[src/rtl/seq_det_pkg.sv]
// Shared types and helpers for the programmable serial pattern detector.
// Holds the FSM state encoding and the fill-counter width helper.
package seq_det_pkg;

    typedef enum logic [1:0] {
        IDLE   = 2'd0,
        HUNT   = 2'd1,
        LOCKED = 2'd2
    } state_t;

    // fill must hold 0..pat_w-1
    function automatic int fill_w(input int pat_w);
        return $clog2(pat_w);
    endfunction

endpackage

[src/rtl/sat_counter.sv]
// Saturating up-counter with synchronous clear; clear wins over increment.
// Latency: count visible one cycle after inc/clr.
// Backpressure: none; inc is a single-cycle strobe.
module sat_counter #(
    parameter int W = 8
) (
    input  logic         clk,
    input  logic         rst_n,
    input  logic         clr,
    input  logic         inc,
    output logic [W-1:0] cnt
);

    localparam logic [W-1:0] CNT_MAX = '1;

    logic [W-1:0] cnt_q;
    logic [W-1:0] cnt_d;

    always_comb begin
        cnt_d = cnt_q;
        if (clr) begin
            cnt_d = '0;
        end else if (inc && (cnt_q != CNT_MAX)) begin
            cnt_d = cnt_q + W'(1);
        end
    end

    always_ff @(posedge clk or negedge rst_n) begin
        if (!rst_n) begin
            cnt_q <= '0;
        end else begin
            cnt_q <= cnt_d;
        end
    end

    assign cnt = cnt_q;

endmodule

[src/rtl/seq_detector_param.sv]
// Runtime-loadable PAT_W-bit serial pattern detector with match count and optional lock.
// Latency: z is zero-latency Mealy on the final pattern bit; count/locked update on the next edge.
// Backpressure: none; x is consumed only when x_valid is high, load discards that cycle's sample.
module seq_detector_param
    import seq_det_pkg::*;
#(
    parameter int PAT_W  = 4,
    parameter int CNT_W  = 8,
    parameter int LOCK_N = 0
) (
    input  logic             clk,
    input  logic             rst_n,
    input  logic             x,
    input  logic             x_valid,
    input  logic             load,
    input  logic [PAT_W-1:0] pattern,
    input  logic             overlap,
    output logic             z,
    output logic [CNT_W-1:0] match_count,
    output logic             locked
);

    localparam int HIST_W = PAT_W - 1;
    localparam int FILL_W = fill_w(PAT_W);
    localparam logic [FILL_W-1:0] FILL_FULL = FILL_W'(PAT_W - 1);
    localparam logic [CNT_W-1:0]  CNT_MAX   = '1;
    localparam logic [CNT_W-1:0]  LOCK_VAL  = CNT_W'(LOCK_N);

    state_t              state_q, state_d;
    logic [PAT_W-1:0]    pat_q, pat_d;
    logic [HIST_W-1:0]   hist_q, hist_d;
    logic [FILL_W-1:0]   fill_q, fill_d;
    logic                locked_q, locked_d;

    logic [PAT_W-1:0]    window;
    logic [HIST_W-1:0]   hist_shift;
    logic [CNT_W-1:0]    cnt;
    logic [CNT_W-1:0]    cnt_next;
    logic                hit;
    logic                lock_hit;

    // The newest bit joins the held history to form the candidate window.
    assign window     = {hist_q, x};
    assign hist_shift = window[HIST_W-1:0];
    assign cnt_next   = cnt + CNT_W'(1);

    assign hit = (state_q == HUNT) && x_valid && !load &&
                 (fill_q == FILL_FULL) && (window == pat_q);

    // Lock on the match that brings the count to LOCK_N; a saturated count never re-triggers.
    assign lock_hit = (LOCK_N != 0) && hit && (cnt != CNT_MAX) && (cnt_next == LOCK_VAL);

    always_comb begin
        state_d = state_q;
        pat_d   = pat_q;
        hist_d  = hist_q;
        fill_d  = fill_q;
        if (load) begin
            pat_d   = pattern;
            hist_d  = '0;
            fill_d  = '0;
            state_d = HUNT;
        end else begin
            case (state_q)
                HUNT: begin
                    if (x_valid) begin
                        hist_d = hist_shift;
                        if (hit) begin
                            if (!overlap) begin
                                fill_d = '0;
                            end
                            if (lock_hit) begin
                                state_d = LOCKED;
                            end
                        end else if (fill_q != FILL_FULL) begin
                            fill_d = fill_q + FILL_W'(1);
                        end
                    end
                end
                default: begin
                end
            endcase
        end
        locked_d = (state_d == LOCKED);
    end

    always_ff @(posedge clk or negedge rst_n) begin
        if (!rst_n) begin
            state_q  <= IDLE;
            pat_q    <= '0;
            hist_q   <= '0;
            fill_q   <= '0;
            locked_q <= 1'b0;
        end else begin
            state_q  <= state_d;
            pat_q    <= pat_d;
            hist_q   <= hist_d;
            fill_q   <= fill_d;
            locked_q <= locked_d;
        end
    end

    sat_counter #(
        .W (CNT_W)
    ) u_match_cnt (
        .clk   (clk),
        .rst_n (rst_n),
        .clr   (load),
        .inc   (hit),
        .cnt   (cnt)
    );

    assign z           = (state_q == LOCKED) || hit;
    assign match_count = cnt;
    assign locked      = locked_q;

endmodule
[config.mk]
export PLATFORM = sky130hd
export DESIGN_NAME = seq_detector_param
export DESIGN_NICKNAME = d
export VERILOG_FILES = /design/src/rtl/seq_det_pkg.sv /design/src/rtl/sat_counter.sv /design/src/rtl/seq_detector_param.sv
export SDC_FILE = /design/constraint.sdc
export NUM_CORES = 1
export LEC_CHECK = 0
export CORE_ASPECT_RATIO = 0.5
export CORE_MARGIN = 1
export CORE_UTILIZATION = 40
export CTS_BUF_LIST = sky130_fd_sc_hd__clkbuf_2 sky130_fd_sc_hd__clkbuf_4 sky130_fd_sc_hd__clkbuf_8
export CTS_CLUSTER_SIZE = 12
export DETAILED_ROUTE_END_ITERATION = 10
export PLACE_DENSITY = 0.69
export SETUP_SLACK_MARGIN = 0.3
export SLEW_MARGIN = 10
export SYNTH_ARGS = -nofsm -noshare
export SYNTH_HDL_FRONTEND = slang
export SYNTH_HIERARCHICAL = 1
export SYNTH_SLANG_ARGS = --single-unit
[constraint.sdc]
create_clock -name clk -period 3.68 [get_ports clk]
set_input_delay 0.368 -clock clk [delete_from_list [all_inputs] [get_ports clk]]
set_output_delay 0.368 -clock clk [all_outputs]
set_load 0.05 [all_outputs]
==> results of run 1 <==
-- critical path, stage by stage --
cell,delay (ns)
clkdlybuf4s50_1,0.44
xor2_1,0.16
nor3_2,0.24
nand2_1,0.10
o22ai_1,0.12
clkdlybuf4s50_1,0.82
-- path summary, 6_finish.rpt --
check	start	slack, ns	end	depth (start not counted)
worst min register to register	pat_q[1]$_DFFE_PN0P_	0.53	pat_q[1]$_DFFE_PN0P_	1
min in group asynchronous	rst_n	0.59	u_match_cnt/cnt[3]$_DFFE_PN0P_	1
worst max register to register	pat_q[0]$_DFFE_PN0P_	1.46	u_match_cnt/cnt[7]$_DFFE_PN0P_	7
worst min-delay path	pat_q[1]$_DFFE_PN0P_	0.53	pat_q[1]$_DFFE_PN0P_	1
worst max-delay path	x	1.06	z	6
max in group asynchronous	rst_n	2.55	fill_q[1]$_DFFE_PN0P_	1
-- placed cells by master (no fill, tap or decap), types with 2 or more instances in the layout --
| master | Yosys | layout |
|---|---|---|
| nand2b_1 | 6 | 6 |
| clkdlybuf4s50_1 | 0 | 19 |
| nor3_2 | 2 | 2 |
| dfrtp_1 | 20 | 20 |
| ha_1 | 2 | 2 |
| mux2i_1 | 5 | 5 |
| nand3_1 | 2 | 2 |
| nor2b_1 | 3 | 3 |
| a21oi_1 | 6 | 6 |
| inv_1 | 3 | 3 |
| nand2_1 | 4 | 4 |
| nor3_1 | 6 | 6 |
| nor2_1 | 9 | 9 |
| clkbuf_8 | 0 | 4 |
| mux2_2 | 6 | 6 |
| xor2_1 | 4 | 4 |
-- area by class of cell --
cell class | count | share of cell area [%]
Sequential cell | 20 | 37.7
Clock buffer | 4 | 4.15
Timing Repair Buffer | 20 | 14.9
Inverter | 3 | 0.849
Tap cell | 35 | 3.30
Multi-Input combinational cell | 73 | 39.1
-- power breakdown --
part / switching [mW] / total (mW) / internal [mW]
sequential: 0.00560 / 0.233 / 0.227
clock: 0.0751 / 0.170 / 0.0953
combinational: 0.0211 / 0.0442 / 0.0231
total: 0.102 / 0.447 / 0.345
-- kinds of logic after synthesis --
kind of cell             count (synthesis)  synth area share (%)
flip-flops                              20                  48.0
AND/OR/NAND/NOR                         42                  24.2
XOR/XNOR                                 4                  3.36
multiplexers                            11                  11.3
AO/OA/AOI/OAI                           14                  8.39
adder cells (fa/ha/maj)                  2                  2.40
buffers and inverters                    6                  2.40
-- metal layers --
metal	track usage (%)	vias to the layer above	wire length [µm]
li1	-	394	-
met1	18.9	369	968
met3	5.53	4	66
met2	29.1	8	875
met4	5.66	0	23
met5	0	-	0
-- state kept, by name (all words and copies together), names as in the netlist --
register and count:
u_match_cnt/cnt 8, pat_q 4, hist_q 3, fill_q 2, state_q 2, locked 1
-- through the flow --
stage / total power, mW / worst slack (ns)
floorplan: 0.261 / 1.71
global placement: 0.281 / 1.07
detailed placement: 0.282 / 1.06
CTS: 0.454 / 1.05
global route: 0.466 / 0.994
finish: 0.447 / 1.06
==> impl_results.md, run 1 <==
- Run status: complete, no violations
- Max-slew violation count: 0
- Clk_lat worst skew: 0.26 ns
- Cell Area, Placed: ~1300 µm²
- First-pass GRT wire length: between 3 and 4 mm
- CTS Sinks: 20
- Total negative setup slack: 0 ns
- Fin Hold WS: between 0.5 and 0.6 ns
- Share of cells above drive strength 1: ~14%
- DRT iter0 DRCs: 16
- RSZ-0062 raised after global routing: false
- Core Footprint: between 2000 and 2500 µm²
- Critical Path RT: ~3.3 ns
- Fin cells: between 150 and 200
- Register area: approximately 500 µm²
- H-tree Lvls: 1
- Total CTS buffers: 3
- Vias per std cell: roughly 5.0
- Max_slew headroom: 41.7%
- CTS hold repair buffers: 0
- Most frequent cell after synthesis: dfrtp_1
- Fin crit period: roughly 2.6 ns
- CP Max Fanout: 3
- Kind of critical path: in2out
- Share of the synthesized area in the top cell type: between 40 and 50%
- Die span in x: roughly 74 µm
- FMAX: 0.382 GHz
- Post-CTS Setup Repair Bufs: 0
- Num rows: 12
- Root buf cell: clkbuf_8
- Die Ht: ~38 µm
- Mapped Area: between 1000 and 1500 µm²
- Via Count: just under 800
- Post_cts resized: 0
- Clock Skews: roughly 0.0015 ns
- Fin area: ~1300 µm²
- Post-Place Cells: roughly 150
- Worst vdd ir: approximately 0.14 mV
- Syn-to-layout area delta: 27.1%
- Final Hold Viols: 0
- GRT overflow: 0
- Largest net degree at the start of global routing: 26
- Total GRT Usage: roughly 16%
- Yosys top cell by area: dfrtp_1
- Top cells by count, synth: dfrtp_1 (20), nor2_1 (9)
- Synth Flop Type: dfrtp_1
- Initial core utilization: around 45%
- I/O pin total: 20
- Synth area leaders: dfrtp_1 (48%), mux2_2 (6.5%), mux2i_1 (4.8%), nand2b_1 (3.6%), xor2_1 (3.4%)
- Leakage: ~0.55 nW
- Syn Area/Cell: 10.5 µm²
- CP arrival: around 2.3 ns
- Initial antenna violation count: 0
- Buffers on Ports: 19
- Maximum clock path buffer count: 2
- Final setup fails: 0
- Yosys warning total: 6
- Clock-pin slew on the worst setup and hold paths: 0.07 ns
- Startpoint Class: input port
- Post-route ant nets: 0
- Vias in the first global route: roughly 770
- Average routed wire per standard cell: roughly 12 µm
- Synth Instances: a little under 100
- WL final: approximately 1.9 mm
- FFs w/ async S/R, synth: 100%
- # diodes: 0
- Synth unique cells: 34
- Max-Cap Viols: 0
- Fill count: between 200 and 250
- EDFF count, synth: 0
- Routability Congestion: 0.733
- Sequential-to-total area share from yosys stat: between 40% and 50%
- Worst-margin pin slew: between 0.8 and 0.9 ns
- Seq cells post-synth: 20
- Multi-input gate area: 518 µm²
- P per Cell Area: 337 nW/µm²
- CP Capture Type: output port
- CTS tree: built
- Post-Syn Nets: approximately 110
- Full die area: roughly 2800 µm²
- Hpwl dp: 1.33 mm
- Nets: between 100 and 150
- Final period util: 71.2%
- 1st-pass router iterations: 4
- Post-Route Utilization: between 50% and 60%
- Residual DRC: 0
- Min-Delay Path Class: reg2reg
Note: power is estimated with default switching activity, not from simulation.
==> run 2: changes to the inputs <==
PLACE_DENSITY = 0.72   (was 0.69)
clock period = 2.25 ns   (was 3.68 ns; I/O delays follow)
==> impl_results.md, run 2 (same netlist as run 1, synthesis figures left out) <==
- Run status: complete, no violations
- WL final: 2.09 mm
- Via Count: 842
- Core Footprint: between 2000 and 2500 µm²
- Most frequent cells in the layout: dfrtp_1 (20), clkdlybuf4s50_1 (18), nor2_1 (8)
- Die span in x: about 74 µm
- Full die area: roughly 2800 µm²
- Routability Congestion: ~0.73
- Leakage: approximately 0.58 nW
- Final setup fails: 0
- CTS tree: built
- Total negative setup slack: 0 ns
- Worst-margin pin slew: roughly 0.49 ns
- Commonest non-fill, non-tap cell in the layout: dfrtp_1
- Fin crit period: about 1.9 ns
- Initial antenna violation count: 0
- Maximum clock path buffer count: 2
- Cell Area, Placed: roughly 1300 µm²
- CP Max Fanout: 4
- Min-Delay Path Class: in2async
- Fin cells: between 150 and 200
- Reg2reg end: u_match_cnt/cnt[5]$_DFFE_PN0P_
- Final Hold Viols: 0
- GRT overflow: 0
- # diodes: 0
- RSZ-0062 raised after global routing: true
- FMAX: between 0.5 and 0.6 GHz
- Post-Route Utilization: between 60% and 70%
- Net Sw Power: 0.182 mW
- CTS Sinks: 20
- Total CTS buffers: 3
- Die Ht: approximately 38 µm
- Clock-pin slew on the worst setup and hold paths: 0.09 ns
- Residual DRC: 0
- Max_slew headroom: approximately two thirds
- CP arrival: roughly 2.0 ns
- Final period util: between 80 and 90%
- Critical Path RT: about 2.4 ns
- Syn-to-layout area delta: 34.8%
- I/O pin total: 20
- Int Power: about 0.65 mW
- Root buf cell: clkbuf_8
- CP Capture Type: flop
- H-tree Lvls: 1
- Worst reg-to-reg setup slack: 0.37 ns
- Average routed wire per standard cell: around 13 µm
- Clk_lat worst skew: approximately 0.27 ns
- 1st-pass router iterations: 3
- Largest net degree at the start of global routing: 25
- Total power: roughly 0.84 mW
- Vias per std cell: between 5 and 6
- Buffers on Ports: 19
- Post-route ant nets: 0
- Num rows: 12
- Hpwl dp: about 1.4 mm
- FF-to-FF path depth: 7
- R2R Path Start: pat_q[1]$_DFFE_PN0P_
- Place WS: ~0.028 ns
- DRT iter0 DRCs: 31
- P per Cell Area: approximately 590 nW/µm²
- Total GRT Usage: 16.7%
- Clk pwr share: 44.7%
- CTS hold repair buffers: 0
- Slowest stage delay, CP: approximately 0.44 ns
- Fin Hold WS: roughly 0.28 ns
- Nets: about 140
- Clock Skews: 0.00874 ns
- Kind of critical path: reg2reg
- Max-slew violation count: 0
- Setup ws final: approximately 0.37 ns
- CP Cell Sequence: xor2_1, nor3_2, nand2_1, nor2_4, nand3_2, a2111oi_0, nor3b_1
- Sequential fraction of design power: a little under half
- First-pass GRT wire length: between 3 and 4 mm
- Vias in the first global route: 768
- Fin area: about 1400 µm²
- Logic pwr share: around a tenth
- Share of cells above drive strength 1: 20.8%
- Slowest CP cell: a2111oi_0
- Startpoint Class: flop
- Max-Cap Viols: 0
- Post-Place Cells: approximately 150
- Sw frac: 21.8%
- Initial core utilization: between 40% and 50%
- Max reg flops: 8
- Worst vdd ir: approximately 0.27 mV
- Fill count: 204
-- run 2: changes by cell type in the layout (fill, tap and decap cells not counted), sizes merged --
cell,previous run,this run
bufinv,0,1
buf,1,7
clkbuf,4,3
clkdlybuf4s50,19,18
-- run 2: layout make-up --
type / count / area (µm²) / share of cell area [%]
Inverter: 3 / 11.3 / 0.801
Clock buffer: 3 / 41.3 / 2.94
Timing Repair Buffer: 25 / 245 / 17.4
Sequential cell: 20 / 500 / 35.6
Multi-Input combinational cell: 73 / 534 / 38.0
Tap cell: 35 / 43.8 / 3.11
Clock inverter: 1 / 30.0 / 2.14
-- run 2: worst max-delay path, delay by kind of cell, from the launching register on --
family                    cells  cell delay, ns
and+or+nand+nor               5            0.72
AOI/OAI and AO/OA             1            0.44
DFF                           1            0.41
xor gates and xnor gates      1            0.18
-- run 2: power groups by stage --
| stage | registers (mW) | clock network [mW] | logic [mW] |
|---|---|---|---|
| after global placement | 0.387 | 0 | 0.0752 |
| after detailed placement | 0.388 | 0 | 0.0765 |
| after global routing | 0.382 | 0.391 | 0.0911 |
| after floorplan | 0.386 | 0 | 0.0417 |
| after CTS | 0.381 | 0.379 | 0.0773 |
| final | 0.380 | 0.373 | 0.0819 |
-- run 2: worst max path at each step --
stage	start	endpoint
floorplan	u_match_cnt/cnt[0]$_DFFE_PN0P_	u_match_cnt/cnt[0]$_DFFE_PN0P_
global placement	x	u_match_cnt/cnt[7]$_DFFE_PN0P_
detailed placement	x	u_match_cnt/cnt[5]$_DFFE_PN0P_
CTS	pat_q[0]$_DFFE_PN0P_	u_match_cnt/cnt[7]$_DFFE_PN0P_
global route	hist_q[0]$_DFFE_PN0P_	u_match_cnt/cnt[7]$_DFFE_PN0P_
finish	pat_q[1]$_DFFE_PN0P_	u_match_cnt/cnt[5]$_DFFE_PN0P_
-- run 2: timing repair --
item | 4_1_cts | 5_1_grt
resized for setup | 1 | 3
pin swaps | 0 | 1
cloned | 0 | 0
setup endpoints to repair | 3 | 4
setup buffers | 0 | 2
-- run 2: per-layer routing --
| layer | track usage (%) | share of wire, % | wire, µm |
|---|---|---|---|
| met3 | 5.53 | 5.2 | 108 |
| met2 | 30.5 | 49 | 1020 |
| met1 | 18.7 | 45 | 936 |
| met4 | 5.66 | 1.2 | 25 |
| met5 | 0 | 0 | 0 |
